==> src/rtl/logic_unit_pkg.sv <==
// +----------------------------------------------------------------------+
// | logic_unit_pkg: op codes and FSM states for logic_accum_unit. Rev 1.0|
// +----------------------------------------------------------------------+
`default_nettype none

package logic_unit_pkg;

  localparam logic [2:0] OP_AND  = 3'd0;
  localparam logic [2:0] OP_OR   = 3'd1;
  localparam logic [2:0] OP_XOR  = 3'd2;
  localparam logic [2:0] OP_NAND = 3'd3;
  localparam logic [2:0] OP_NOR  = 3'd4;
  localparam logic [2:0] OP_XNOR = 3'd5;
  localparam logic [2:0] OP_PASS = 3'd6;
  localparam logic [2:0] OP_NOT  = 3'd7;

  typedef enum logic [0:0] {
    IDLE  = 1'b0,
    ACCUM = 1'b1
  } state_t;

endpackage

`default_nettype wire

==> src/rtl/bitwise_op_alu.sv <==
// +----------------------------------------------------------------------+
// | bitwise_op_alu: combinational eight-way bitwise operator. Rev 1.0    |
// +----------------------------------------------------------------------+
`default_nettype none

module bitwise_op_alu
  import logic_unit_pkg::*;
#(
  parameter int WIDTH = 8
) (
  input  logic [WIDTH-1:0] a,
  input  logic [WIDTH-1:0] b,
  input  logic [2:0]       op,
  output logic [WIDTH-1:0] y
);

  always_comb begin
    y = '0;
    case (op)
      OP_AND:  y = a & b;
      OP_OR:   y = a | b;
      OP_XOR:  y = a ^ b;
      OP_NAND: y = ~(a & b);
      OP_NOR:  y = ~(a | b);
      OP_XNOR: y = ~(a ^ b);
      OP_PASS: y = a;
      OP_NOT:  y = ~a;
      default: y = '0;
    endcase
  end

endmodule

`default_nettype wire

==> src/rtl/logic_accum_unit.sv <==
// +----------------------------------------------------------------------+
// | logic_accum_unit: registered bitwise unit with burst accumulate.     |
// | Rev 1.0                                                              |
// +----------------------------------------------------------------------+
`default_nettype none

module logic_accum_unit
  import logic_unit_pkg::*;
#(
  parameter int WIDTH = 8,
  parameter int CNT_W = 8
) (
  input  logic             clk,
  input  logic             rst,
  input  logic             in_valid,
  output logic             in_ready,
  input  logic [WIDTH-1:0] in_a,
  input  logic [WIDTH-1:0] in_b,
  input  logic [2:0]       in_op,
  input  logic             in_acc,
  input  logic             in_last,
  output logic             out_valid,
  input  logic             out_ready,
  output logic [WIDTH-1:0] out_data,
  output logic             out_zero,
  output logic [CNT_W-1:0] out_count
);

  state_t           state;
  logic [WIDTH-1:0] acc;
  logic [2:0]       acc_op;
  logic [CNT_W-1:0] cnt;

  logic             in_xfer;
  logic [WIDTH-1:0] alu_a;
  logic [WIDTH-1:0] alu_b;
  logic [2:0]       alu_op;
  logic [WIDTH-1:0] alu_y;
  logic [CNT_W-1:0] cnt_inc;

  assign in_ready = ~out_valid | out_ready;
  assign in_xfer  = in_valid & in_ready;

  // Mid-burst the ALU folds the running value with the incoming stream beat.
  assign alu_a  = (state == ACCUM) ? acc    : in_a;
  assign alu_b  = (state == ACCUM) ? in_a   : in_b;
  assign alu_op = (state == ACCUM) ? acc_op : in_op;

  assign cnt_inc = (cnt == {CNT_W{1'b1}}) ? cnt : cnt + CNT_W'(1);

  bitwise_op_alu #(
    .WIDTH (WIDTH)
  ) u_alu (
    .a  (alu_a),
    .b  (alu_b),
    .op (alu_op),
    .y  (alu_y)
  );

  always_ff @(posedge clk) begin
    if (rst) begin
      state     <= IDLE;
      acc       <= '0;
      acc_op    <= OP_AND;
      cnt       <= '0;
      out_valid <= 1'b0;
      out_data  <= '0;
      out_zero  <= 1'b1;
      out_count <= '0;
    end else begin
      if (out_valid && out_ready) begin
        out_valid <= 1'b0;
      end
      if (in_xfer) begin
        case (state)
          IDLE: begin
            if (!in_acc) begin
              out_data  <= alu_y;
              out_zero  <= (alu_y == '0);
              out_count <= CNT_W'(1);
              out_valid <= 1'b1;
            end else if (in_last) begin
              out_data  <= in_a;
              out_zero  <= (in_a == '0);
              out_count <= CNT_W'(1);
              out_valid <= 1'b1;
            end else begin
              acc    <= in_a;
              acc_op <= in_op;
              cnt    <= CNT_W'(1);
              state  <= ACCUM;
            end
          end
          ACCUM: begin
            if (in_last) begin
              out_data  <= alu_y;
              out_zero  <= (alu_y == '0);
              out_count <= cnt_inc;
              out_valid <= 1'b1;
              state     <= IDLE;
            end else begin
              acc <= alu_y;
              cnt <= cnt_inc;
            end
          end
          default: state <= IDLE;
        endcase
      end
    end
  end

endmodule

`default_nettype wire

==> config.mk <==
export PLATFORM = sky130hd
export DESIGN_NAME = logic_accum_unit
export DESIGN_NICKNAME = d
export VERILOG_FILES = /design/src/rtl/logic_unit_pkg.sv /design/src/rtl/bitwise_op_alu.sv /design/src/rtl/logic_accum_unit.sv
export SDC_FILE = /design/constraint.sdc
export NUM_CORES = 1
export LEC_CHECK = 0
export CORE_ASPECT_RATIO = 1.1
export CORE_MARGIN = 2
export CORE_UTILIZATION = 55
export CTS_CLUSTER_DIAMETER = 40
export DETAILED_ROUTE_END_ITERATION = 8
export GPL_ROUTABILITY_DRIVEN = 0
export GPL_TIMING_DRIVEN = 0
export HOLD_SLACK_MARGIN = 0.15
export PLACE_DENSITY_LB_ADDON = 0.2
export SETUP_SLACK_MARGIN = 0.4
export SYNTH_ARGS = -nofsm -noshare
export SYNTH_HDL_FRONTEND = slang
export SYNTH_SLANG_ARGS = --single-unit
==> constraint.sdc <==
create_clock -name clk -period 4.4 [get_ports clk]
set_clock_uncertainty 0.1 [all_clocks]
set_input_delay 1.1 -clock clk [delete_from_list [all_inputs] [get_ports clk]]
set_output_delay 1.1 -clock clk [all_outputs]
set_load 0.05 [all_outputs]
* After elaboration in Yosys (flattened, before gate mapping)
Cells that the tools add are included.
** Word-level totals
- Bits in registers :: 38
- Input port bits :: 25
- Output and inout bits :: 19
** Cells by class
- Muxes and demuxes :: 33
- Add/sub/neg operators :: 1
- Bitwise operators :: 12
- Eq/ne operators :: 13
- Reduce and logical (&&, ||, !) cells :: 7
** Operators with widths (count)
- $mux 8 :: 15
- $pmux 8 s2 :: 4
- $pmux 8 s8 :: 1
- $not 8->8 :: 4
- $logic_not 8->1 :: 2
- $eq 3x3->1 const B :: 4
- $mux 1 :: 9
- $add 8x1->8 const B :: 1
- $and 8x8->8 :: 1
- $eq 8x8->1 const B :: 1
- $ne 2x2->1 const B :: 4
- $or 8x8->8 :: 1
- $reduce_and 4->1 :: 2
- $xor 8x8->8 :: 1
- $eq 3x2->1 const B :: 2
- $pmux 1 s2 :: 3
- $eq 3x1->1 const B :: 1
- $logic_not 3->1 :: 1
- $mux 3 :: 1
- $ne 3x3->1 const B :: 1
- $not 1->1 :: 3
- $reduce_and 3->1 :: 1
- $and 1x1->1 :: 1
- $logic_and 1x1->1 :: 1
- $or 1x1->1 :: 1

* Logic depth before layout (Yosys ltp)
- Depth in word-level cells :: 7
- Gate-level depth with buffers :: 14
- Depth with buffers taken out :: 10

* Hierarchy
Synthesis repeated with hierarchy kept, for this count alone.
** Unflattened totals
- Cells, all modules :: 339
- Area total of the unflattened synthesis :: 2984.1 sq um
** Modules (own cells, without submodules)
- logic_accum_unit :: area an instance 2088.3 sq um, cells an instance 225, instances 1, seq. area each 760.7 sq um
- bitwise_op_alu :: area an instance 895.9 sq um, cells an instance 114, instances 1, seq. area each 0.0 sq um

* Least setup slack after synthesis
No wires, ideal clock.
- Path type :: reg2reg
- From :: register state
- To :: register out_zero
- Clock period less this slack :: 3.194 ns
- Stages on the path, launching flop included :: 14
- Arrival :: 3.024 ns
- Path slack :: 1.206 ns
- Path through :: dfxtp_1 > buf_6 > buf_6 > buf_6 > clkbuf_1 > mux2i_1 > ha_1 > mux2i_1 > a2111oi_0 > a211oi_1 > a32oi_1 > nand4b_1 > or4_1 > a21oi_1
** Between the ends
- Word-level cells in the longest chain between the ends :: 7
- Elaborated cells on any way between the ends :: 27
** Ends and longest elaborated chain
- from (decl) :: RTL line logic_accum_unit.sv:29 : state_t state;
- from (signal assigned) :: RTL line logic_accum_unit.sv:62 : state <= IDLE;
- from (signal assigned) :: RTL line logic_accum_unit.sv:91 : state <= ACCUM;
- from (signal assigned) :: RTL line logic_accum_unit.sv:100 : state <= IDLE;
- $mux 8 (on tied branches) :: RTL line logic_accum_unit.sv:45, logic_accum_unit.sv:46
- $xor 8x8->8 (tied with other cells) :: RTL line bitwise_op_alu.sv:22, bitwise_op_alu.sv:25
- $not 8->8 (on tied branches) :: RTL line bitwise_op_alu.sv:25, bitwise_op_alu.sv:23, bitwise_op_alu.sv:24
- $pmux 8 s8 :: RTL line bitwise_op_alu.sv:19 : case (op)
- $logic_not 8->1 :: RTL line logic_accum_unit.sv:79, logic_accum_unit.sv:97
- $mux 1 (on tied branches) :: RTL line logic_accum_unit.sv:95, logic_accum_unit.sv:77
- $pmux 1 s2 :: RTL line logic_accum_unit.sv:75 : case (state)
- to (signal assigned) :: RTL line logic_accum_unit.sv:79 : out_zero <= (alu_y == '0);
- to (signal assigned) :: RTL line logic_accum_unit.sv:84 : out_zero <= (in_a == '0);
- to (signal assigned) :: RTL line logic_accum_unit.sv:97 : out_zero <= (alu_y == '0);
- to (decl) :: RTL line logic_accum_unit.sv:25 : output logic out_zero,
Several ways; a longest one is shown, not always the timed one. The select of a mux whose other input is x is not followed.
A chain may end at the register's enable or synchronous reset.

* Worst setup path in the final report
- From :: input in_a[0]
- To :: register out_zero
** Between the ends
- Word-level cells in the longest chain between the ends :: 7
- Elaborated cells on any way between the ends :: 16
** Ends and longest elaborated chain
- from (decl) :: RTL line logic_accum_unit.sv:17 : input logic [WIDTH-1:0] in_a,
- $mux 8 (on tied branches) :: RTL line logic_accum_unit.sv:45, logic_accum_unit.sv:46
- $xor 8x8->8 (tied with other cells) :: RTL line bitwise_op_alu.sv:22, bitwise_op_alu.sv:25
- $not 8->8 (on tied branches) :: RTL line bitwise_op_alu.sv:25, bitwise_op_alu.sv:23, bitwise_op_alu.sv:24
- $pmux 8 s8 :: RTL line bitwise_op_alu.sv:19
- $logic_not 8->1 :: RTL line logic_accum_unit.sv:79, logic_accum_unit.sv:97
- $mux 1 (on tied branches) :: RTL line logic_accum_unit.sv:95, logic_accum_unit.sv:77
- $pmux 1 s2 * :: RTL line logic_accum_unit.sv:75
Mark *: on every way between the ends. The rest lies on a longest branch, timed or not. The select of a mux whose other input is x is not followed.

==> impl_metrics.json <==
{
  "status": "completed",
  "max_freq_mhz": 258.9,
  "fill_cells": 464,
  "startpoint": "in_a[0]",
  "synth_area_leader_cell": "dfxtp_1",
  "place_hpwl_mm": 6.092,
  "crit_required_ps": 4520,
  "start_util": 0.5644,
  "grt_pass1_wl_mm": 13.01,
  "final_nets": 472,
  "worstReg2RegStart": "state",
  "ant_nets": 0,
  "rows": 28,
  "ys.flop_type": "dfxtp_1",
  "synth_seq_cells": 38,
  "whs_ps": 354.1,
  "drv_slew": 0,
  "cts_buffer_depth": 2,
  "tritoncts": "done",
  "core_area_um2": 5360,
  "track_usage": 0.2772,
  "cp_num_buf_inv": 2,
  "cp_max_fo": 5,
  "ff_latch_area_um2": 760.7,
  "syn_area_um2": 3025,
  "postLayoutCellArea_um2": 3637,
  "multi_input_area_um2": 2037,
  "firstDrtPassIters": 5,
  "area_growth_pct": 20.22,
  "clk_pin_slew_ps": 70,
  "portBuffers": 42,
  "cp_slowest_cell": "clkdlybuf4s50_1",
  "yosysTopAreaCellShare": 0.2514,
  "timing_worst_setup_path_type": "input pin to flop",
  "crit_path_end_kind": "flop",
  "vias_per_cell": 5.935,
  "ctsHtreeMaxLevel": 2,
  "yosysSeqAreaShare": 0.2514,
  "yosys-top-cells-area": "dfxtp_1 25%, mux2i_1 11%, ha_1 7.0%, nor2_1 6.5%, nand2_1 6.0%",
  "die_w_um": 74.72,
  "relSlewSlack": 0.2416,
  "cap_viol_max_count": 0,
  "crit_family": "compound AO/OA/AOI/OAI gates",
  "synthArstFlopShare": 0,
  "drc": 0,
  "path_depth": 10,
  "cts_buffers": 5,
  "wl_per_cell_um": 16.06,
  "dpl.cell_count": 498,
  "r2r_end": "out_zero",
  "routed_wl_mm": 8.126,
  "arrival_ps": 3990,
  "drive_gt1_frac": 0.08585,
  "fin_setup_tns_ps": 0,
  "grt_max_degree": 13,
  "hold_depth": 2,
  "ys_types": 55,
  "reg2reg_slack_ps": 550,
  "finalNonFillerCells": 506,
  "synth_edf_count": 0,
  "yosys_warnings": 0,
  "synth_cells": 381,
  "startpoint_type": "input pin",
  "drt-initial-drc-count": 287,
  "synthesis.nets": 423,
  "n_antenna_cell": 0,
  "dieArea_um2": 6111,
  "avgSynthCellArea_um2": 7.941,
  "finalSetupViolCount": 0,
  "fp.dieH_um": 81.79,
  "min_path_type": "flop to flop",
  "ctsHoldBuffers": 0,
  "antenna_found_initial": 0,
  "power_mw": 0.9988,
  "reg2reg_depth": 14,
  "vias": 3003,
  "rsz0062_at_grt": "no",
  "leakagePower_nw": 1.387,
  "ctsRootBufferMaster": "clkbuf_8",
  "power.density_cell_area_nw_per_um2": 274.6,
  "clk_latency_ps": 290,
  "overflow": 0,
  "endpoint": "out_zero",
  "post_dp_cell_area_um2": 3540,
  "ios": 44,
  "grt_pass1_vias": 2739,
  "tightest_slew_ps": 1129,
  "fin_crit_ps": 3863,
  "cpPeakStageDelay_ps": 630,
  "period_share": 0.8780,
  "irDropWorstVdd_mv": 0.2338,
  "hold_viol_final": 0,
  "path_cells": "clkdlybuf4s50_1 -> mux2i_1 -> ha_1 -> inv_1 -> a2111oi_1 -> a211oi_1 -> a32oi_1 -> nand4b_1 -> or4_1 -> a21oi_1",
  "clock-sinks": 38
}
cell usage after synthesis (4+ instances only):
cell / instances
o211ai_1: 10
mux2i_1: 33
a22oi_1: 4
a21oi_1: 25
buf_6: 6
o21ai_0: 10
o311ai_1: 4
nor2_1: 52
ha_1: 17
a211oi_1: 19
clkbuf_1: 13
xnor2_1: 5
mux2_2: 5
dfxtp_1: 38
nor3_1: 8
nor2b_1: 4
nand3_1: 6
inv_1: 25
nand2_1: 48
cell type report:
class | instances | area share
Buffer | 21 | 0.03646
Clock buffer | 6 | 0.02270
Clock inverter | 2 | 0.003440
Inverter | 26 | 0.02683
Multi-Input combinational cell | 296 | 0.5600
Sequential cell | 38 | 0.2092
Tap cell | 75 | 0.02580
Timing Repair Buffer | 42 | 0.1156
cells in the final DEF (no fill, tap or decap), types with 4 or more instances in the layout:
cell,n
a211oi_1,19
a21oi_1,25
a22oi_1,4
buf_6,6
clkbuf_1,12
clkbuf_8,6
clkdlybuf4s50_1,42
dfxtp_1,38
ha_1,17
inv_1,25
mux2_2,5
mux2i_1,33
nand2_1,48
nand3_1,6
nor2_1,52
nor2b_1,4
nor3_1,8
o211ai_1,10
o21ai_0,10
o311ai_1,4
xnor2_1,5
metrics by stage:
stage | setup WS (ps) | utilization
after floorplan | 1206 | -
after global placement | 285.2 | 0.6604
after detailed placement | 266.2 | 0.6604
after CTS | 563.5 | 0.6781
after global routing | 414.1 | 0.6786
final | 536.8 | 0.6786
registers in the layout, summed over array words and instances, names as in the netlist:
register and count:
out_data 8, state 1, cnt 8, out_count 8
acc_op 3, out_zero 1, out_valid 1, acc 8
worst min path at each step:
| stage | startpoint | endpoint | slack [ps] |
|---|---|---|---|
| after floorplan | acc[2] | acc[2] | 330 |
| after global placement | out_data[1] | out_data[1] | 340 |
| after detailed placement | out_data[1] | out_data[1] | 350 |
| after CTS | out_data[1] | out_data[1] | 360 |
| after global routing | out_count[7] | out_count[7] | 390 |
| final | out_data[1] | out_data[1] | 350 |
logic make-up (layout without fill, tap and decap cells):
| kind of cell | Yosys count | after routing | synth area share |
|---|---|---|---|
| simple gates | 131 | 131 | 0.1853 |
| buf+inv | 47 | 97 | 0.07568 |
| xor+xnor | 6 | 6 | 0.01737 |
| fa+ha+maj | 17 | 17 | 0.07030 |
| flops | 38 | 38 | 0.2514 |
| mux | 47 | 47 | 0.1803 |
| compound gates | 95 | 95 | 0.2196 |
power breakdown:
part / total, mW / leakage [nW] / switching, mW / internal, mW
Sequential: 0.371 / 0.310 / 0.0109 / 0.360
Clock: 0.250 / 0.0472 / 0.124 / 0.126
Combinational: 0.378 / 1.03 / 0.224 / 0.154
worst min-delay path, cell delays in order, from the launching register on:
cell and delay, ps:
dfxtp_1 310, nand2_1 50, a21oi_1 50
layer usage:
layer | track usage | part of all wire | vias up
li1 | - | - | 1464
met1 | 0.3917 | 0.46 | 1378
met2 | 0.4212 | 0.44 | 144
met3 | 0.04540 | 0.071 | 17
met4 | 0.1054 | 0.022 | 0
met5 | 0 | 0 | -
what timing repair did:
| item | 4_1_cts | 5_1_grt |
|---|---|---|
| setup buffers | 0 | 0 |
| setup endpoints to repair | 0 | 1 |
| endpoints found under the hold margin | 0 | 0 |
| resized for setup | 0 | 3 |
No activity file was read; power rests on OpenSTA's default activity.
